<file path="src/rtl/key_event_sched.sv">
// Turns the debounced 16-key level vector into a queue of press/release events for the CPU.
// Simultaneous changes are served one per clock in round-robin order; unreported bounces merge.
module key_event_sched #(
   parameter int DEPTH = 4,
   parameter int CW    = 3
) (
   input  logic          clk,
   input  logic          rstn,
   input  logic          enable,
   input  logic          irq_en,
   input  logic [15:0]   key_deb,
   input  logic          rd_en,
   output logic          evt_valid,
   output logic          evt_press,
   output logic [3:0]    evt_code,
   output logic [CW-1:0] evt_count,
   output logic          busy,
   output logic          irq
);

   localparam int AW = (DEPTH > 1) ? $clog2(DEPTH) : 1;

   logic [15:0]   rpt_q, rpt_d;
   logic [3:0]    ptr_q, ptr_d;
   logic [AW-1:0] wr_ptr_q, wr_ptr_d;
   logic [AW-1:0] rd_ptr_q, rd_ptr_d;
   logic [CW-1:0] count_q, count_d;
   logic [4:0]    mem_q [DEPTH];

   logic [15:0] pend;
   logic [3:0]  grant_idx;
   logic [3:0]  idx;
   logic        found;
   logic        full;
   logic        push;
   logic        pop;

   assign pend = key_deb ^ rpt_q;
   assign full = (count_q == CW'(DEPTH));

   // First pending key at or after ptr, wrapping modulo 16.
   always_comb begin
      found     = 1'b0;
      grant_idx = 4'd0;
      idx       = 4'd0;
      for (int i = 0; i < 16; i++) begin
         idx = ptr_q + 4'(i);
         if (!found && pend[idx]) begin
            found     = 1'b1;
            grant_idx = idx;
         end
      end
   end

   assign push = enable & found & ~full;
   assign pop  = rd_en & evt_valid;

   always_comb begin
      rpt_d    = rpt_q;
      ptr_d    = ptr_q;
      wr_ptr_d = wr_ptr_q;
      rd_ptr_d = rd_ptr_q;
      count_d  = count_q + CW'(push) - CW'(pop);
      // While disabled, keys are tracked silently so re-enable only reports new changes.
      if (!enable) begin
         rpt_d = key_deb;
      end else if (push) begin
         rpt_d[grant_idx] = key_deb[grant_idx];
         ptr_d            = grant_idx + 4'd1;
      end
      if (push) wr_ptr_d = wr_ptr_q + AW'(1);
      if (pop)  rd_ptr_d = rd_ptr_q + AW'(1);
   end

   always_ff @(posedge clk or negedge rstn) begin
      if (!rstn) begin
         rpt_q    <= '0;
         ptr_q    <= '0;
         wr_ptr_q <= '0;
         rd_ptr_q <= '0;
         count_q  <= '0;
      end else begin
         rpt_q    <= rpt_d;
         ptr_q    <= ptr_d;
         wr_ptr_q <= wr_ptr_d;
         rd_ptr_q <= rd_ptr_d;
         count_q  <= count_d;
      end
   end

   // Storage needs no reset: the head is masked by evt_valid.
   always_ff @(posedge clk) begin
      if (push) mem_q[wr_ptr_q] <= {key_deb[grant_idx], grant_idx};
   end

   assign evt_valid = (count_q != '0);
   assign evt_press = evt_valid ? mem_q[rd_ptr_q][4]   : 1'b0;
   assign evt_code  = evt_valid ? mem_q[rd_ptr_q][3:0] : 4'd0;
   assign evt_count = count_q;
   // Gated by rstn so every output reads 0 while reset is held.
   assign busy      = rstn & enable & (|pend);
   assign irq       = evt_valid & irq_en;

endmodule

</file>
<file path="config.mk">
export PLATFORM = sky130hd
export DESIGN_NAME = key_event_sched
export DESIGN_NICKNAME = d
export VERILOG_FILES = /design/src/rtl/key_event_sched.sv
export SDC_FILE = /design/constraint.sdc
export NUM_CORES = 1
export LEC_CHECK = 0
export ABC_AREA = 1
export CORE_MARGIN = 2
export CORE_UTILIZATION = 60
export CTS_CLUSTER_SIZE = 24
export DETAILED_ROUTE_END_ITERATION = 12
export PLACE_DENSITY = 0.8
export SETUP_SLACK_MARGIN = 0.5
export SYNTH_ARGS = -nofsm -noshare
export SYNTH_HDL_FRONTEND = slang
export SYNTH_SLANG_ARGS = --single-unit
export TNS_END_PERCENT = 30
</file>
<file path="constraint.sdc">
create_clock -name clk -period 9.3 [get_ports clk]
set_input_delay 1.86 -clock clk [delete_from_list [all_inputs] [get_ports clk]]
set_output_delay 1.86 -clock clk [all_outputs]
set_load 0.01 [all_outputs]
</file>
==> impl_metrics.sql <==
INSERT INTO impl_metrics (metric_group, metric, value, unit) VALUES
('status', 'outcome', 'complete, no violations', ''),
('sta', 'slew_violations', '0', ''),
('cells_and_area', 'final_cell_count_no_fill', '886', ''),
('routing', 'antenna_violating_nets_post_route', '0', ''),
('floorplanning', 'rows', '32', ''),
('worst_setup_path', 'timing.critical_path.cells', 'clkdlybuf4s50_1, inv_1, nand2_1, nand2_1, nand2_1, nand3_1, nand3_1, nand3_1, nand2_2, nand4_2, nor2_4, nand4_2, nor2_4, nand4_2, nor2_4, nand3_1, or2_2, and3_1, clkdlybuf4s50_1', ''),
('routing', 'detail_route.first_pass.iterations', '7', ''),
('floorplanning', 'core_region_area', '7610', 'um2'),
('global_route', 'initial_antenna_violation_count', '0', ''),
('synth', 'synth.area.mux_share', '0', '%'),
('clock_tree', 'worst_skew_pair.late_latency', '0.31', 'ns'),
('clock_tree', 'postCtsHoldBufs', '0', ''),
('global_route', 'global_route.overflow_total', '0', ''),
('routing', 'drc_violations', '0', ''),
('global_route', 'global_route.usage.total', '34.0', '%'),
('sta', 'max_freq', '141', 'MHz'),
('worst_setup_path', 'max_stage_delay', '0.50', 'ns'),
('clock_tree', 'total_cts_buffers', '5', ''),
('clock_tree', 'ctsResizeCount', '0', ''),
('synth', 'synth_compound_gate_area_share', '7.63', '%'),
('sta', 'timing.clock.skew', '0.00773', 'ns'),
('worst_setup_path', 'r2r-end', 'evt_count[2]', ''),
('worst_setup_path', 'critPathCaptureType', 'output port', ''),
('cells_and_area', 'finalNetCount', '822', ''),
('synth', 'sequential_area_share_after_synthesis', '27.4', '%'),
('sta', 'timing.hold.ws', '0.542', 'ns'),
('synth', 'synth_top_family_by_area', 'simple AND/OR/NAND/NOR gates', ''),
('synth', 'synthesis.area', '4660', 'um2'),
('global_route', 'grt_max_degree', '35', ''),
('worst_setup_path', 'cp_common_cell', 'sky130_fd_sc_hd__nand3_1', ''),
('routing', 'dr.first_iter.drc_count', '444', ''),
('placement', 'gp_congestion', '0.937', ''),
('synth', 'synth-seq-cells', '47', ''),
('placement', 'placed_cells', '878', ''),
('floorplanning', 'ioPinCount', '32', ''),
('clock_tree', 'cts.clk_slew.worst_paths', '0.09', 'ns'),
('worst_setup_path', 'worst_r2r_path_depth', '24', ''),
('cells_and_area', 'num-fill-cells', '690', ''),
('synth', 'synth.lib_cells_used.distinct', '37', ''),
('synth', 'mappedNetlistNets', '802', ''),
('worst_setup_path', 'critical_path.startpoint', 'key_deb[10]', ''),
('worst_setup_path', 'slowest_stage', 'sky130_fd_sc_hd__clkdlybuf4s50_1', ''),
('min_path', 'holdCritPathClass', 'reg -> reg', ''),
('sta', 'finalWorstPathRequiredPeriod', '7.08', 'ns'),
('floorplanning', 'dieArea', '8490', 'um2'),
('synth', 'yosysWarningCount', '0', ''),
('clock_tree', 'post_cts_buffers', '0', ''),
('worst_setup_path', 'worstSetupStartpointType', 'input pin', ''),
('placement', 'pre_cts_slack', '2.29', 'ns'),
('sta', 'timing.slew.headroom', '20.0', '%'),
('sta', 'timing.setup.tns', '0', 'ns'),
('routing', 'routed_via_density', '5.73', ''),
('cells_and_area', 'p_r_area_growth_vs_syn', '9.43', '%'),
('flow_run', 'max-cap-violations', '0', ''),
('global_route', 'grt_pass1_vias', '4960', ''),
('sta', 'setup_slack', '2.22', 'ns'),
('routing', 'wl', '13700', 'um'),
('worst_setup_path', 'critical_path_required_time', '7.44', 'ns'),
('clock_tree', 'root_buffer_master', 'sky130_fd_sc_hd__clkbuf_8', ''),
('worst_setup_path', 'critical_path.endpoint', 'busy', ''),
('worst_setup_path', 'critical_path_class', 'in -> out', ''),
('worst_setup_path', 'reg2reg_setup_slack', '3.46', 'ns'),
('synth', 'synth_fa_ha_area_share', '4.99', '%'),
('floorplanning', 'starting_utilization_of_the_core_area', '61.3', '%'),
('cells_and_area', 'drive_gt1_share', '4.97', '%'),
('sta', 'rsz_0062_raised_after_global_routing', 'no', ''),
('global_route', 'grt_pass1_wl', '23000', 'um'),
('synth', 'post_synth_xor_area_fraction', '2.74', '%'),
('routing', 'drt-wirelength-per-cell', '15.5', 'um'),
('floorplanning', 'dieHeight', '92.1', 'um'),
('synth', 'synth_cells', '763', '');
worst max-delay path, delay by kind of cell:
kind / cells / cell delay (ns)
buf+inv: 3 / 1.04
simple gates: 16 / 2.30
synthesized netlist by cell type:
master                     number  area (um2)
sky130_fd_sc_hd__a21o_1         1        7.51
sky130_fd_sc_hd__a21oi_1       12        60.1
sky130_fd_sc_hd__a31oi_1       18         113
sky130_fd_sc_hd__and2_1         1        6.26
sky130_fd_sc_hd__and3_1         1        6.26
sky130_fd_sc_hd__buf_2          7        35.0
sky130_fd_sc_hd__buf_4          1        7.51
sky130_fd_sc_hd__buf_6          4        45.0
sky130_fd_sc_hd__clkbuf_1      10        37.5
sky130_fd_sc_hd__clkinv_1       3        11.3
sky130_fd_sc_hd__dfrtp_1       27         676
sky130_fd_sc_hd__edfxtp_1      20         601
sky130_fd_sc_hd__fa_1           1        20.0
sky130_fd_sc_hd__ha_1          17         213
sky130_fd_sc_hd__inv_1        110         413
sky130_fd_sc_hd__inv_2          6        22.5
sky130_fd_sc_hd__nand2_1      240         901
sky130_fd_sc_hd__nand2_2        5        31.3
sky130_fd_sc_hd__nand2_4        1        11.3
sky130_fd_sc_hd__nand3_1      132         661
sky130_fd_sc_hd__nand4_1        8        50.1
sky130_fd_sc_hd__nand4_2        4        50.1
sky130_fd_sc_hd__nor2_1        80         300
sky130_fd_sc_hd__nor2_2         2        12.5
sky130_fd_sc_hd__nor2_4         4        45.0
sky130_fd_sc_hd__nor3_1         3        15.0
sky130_fd_sc_hd__o211ai_1       1        7.51
sky130_fd_sc_hd__o21a_1         1        7.51
sky130_fd_sc_hd__o21ai_0       24         120
sky130_fd_sc_hd__o21ai_1        3        15.0
sky130_fd_sc_hd__o21ai_2        1        8.76
sky130_fd_sc_hd__o21bai_1       1        7.51
sky130_fd_sc_hd__o22a_1         1        8.76
sky130_fd_sc_hd__or2_2          1        6.26
sky130_fd_sc_hd__xnor2_1        2        17.5
sky130_fd_sc_hd__xnor2_2        3        48.8
sky130_fd_sc_hd__xor2_1         7        61.3
per-layer routing:
metal | part of all wire, % | wire length (um) | track usage, % | up-vias
met1 | 41 | 5620 | 44.3 | 2313
met5 | 0 | 0 | 0 | -
met2 | 47 | 6510 | 59.5 | 237
met4 | 2.9 | 400 | 10.2 | 0
met3 | 8.6 | 1170 | 3.70 | 48
li1 | - | - | - | 2477
cell type report:
cell class                 count  area [um2]  area share [%]
clock buffer                   5        68.8            1.35
clock inverter                 3        27.5           0.540
inverter                     119         447            8.76
multi-input combinational    575        2810            55.1
sequential                    47        1280            25.0
tap                          102         128            2.50
timing repair buffer          35         340            6.67
sequential cells by signal (all words and copies together) (netlist names):
signal,count
evt_count,3
ptr_q,4
rpt_q,16
wr_ptr_q,2
mem_q,20
rd_ptr_q,2
worst min-delay path by stage:
stage,depth (start not counted),slack [ns],end,from
CTS,2,0.54,rpt_q[5],rpt_q[5]
global route,2,0.58,rpt_q[2],rpt_q[2]
floorplan,2,0.50,rpt_q[12],rpt_q[12]
detailed placement,2,0.52,rpt_q[1],rpt_q[1]
finish,2,0.54,rpt_q[5],rpt_q[5]
global placement,2,0.51,rpt_q[2],rpt_q[2]
layout by cell type (no fill, tap or decap), types with 2 or more instances in the layout:
master,n
sky130_fd_sc_hd__xnor2_1,2
sky130_fd_sc_hd__inv_2,6
sky130_fd_sc_hd__nor2_2,2
sky130_fd_sc_hd__edfxtp_1,20
sky130_fd_sc_hd__ha_1,17
sky130_fd_sc_hd__clkinv_1,3
sky130_fd_sc_hd__nand4_2,4
sky130_fd_sc_hd__o21ai_1,3
sky130_fd_sc_hd__nand2_2,5
sky130_fd_sc_hd__inv_1,110
sky130_fd_sc_hd__nor3_1,3
sky130_fd_sc_hd__nor2_1,80
sky130_fd_sc_hd__nand3_1,132
sky130_fd_sc_hd__a31oi_1,18
sky130_fd_sc_hd__nand4_1,8
sky130_fd_sc_hd__nor2_4,4
sky130_fd_sc_hd__xnor2_2,3
sky130_fd_sc_hd__clkdlybuf4s50_1,31
sky130_fd_sc_hd__xor2_1,7
sky130_fd_sc_hd__nand2_1,240
sky130_fd_sc_hd__buf_4,4
sky130_fd_sc_hd__o21ai_0,24
sky130_fd_sc_hd__dfrtp_1,27
sky130_fd_sc_hd__a21oi_1,12
sky130_fd_sc_hd__clkbuf_8,5
cells by family (layout without fill, tap and decap cells):
group                      after synthesis  after routing
adders and majority gates               18             18
xor gates and xnor gates                12             12
DFF                                     47             47
buffers and inverters                  141            162
and+or+nand+nor                        482            482
AOI/OAI and AO/OA                       63             63
through the flow:
step                cell area (um2)  utilization, %
floorplan                      4660               -
global placement               5000            65.8
detailed placement             5000            65.8
CTS                            5100            67.0
global route                   5100            67.0
finish                         5100            67.0
Power is not shown: default switching activity piles up to over one toggle a cycle in this logic, so the estimate is an artifact.
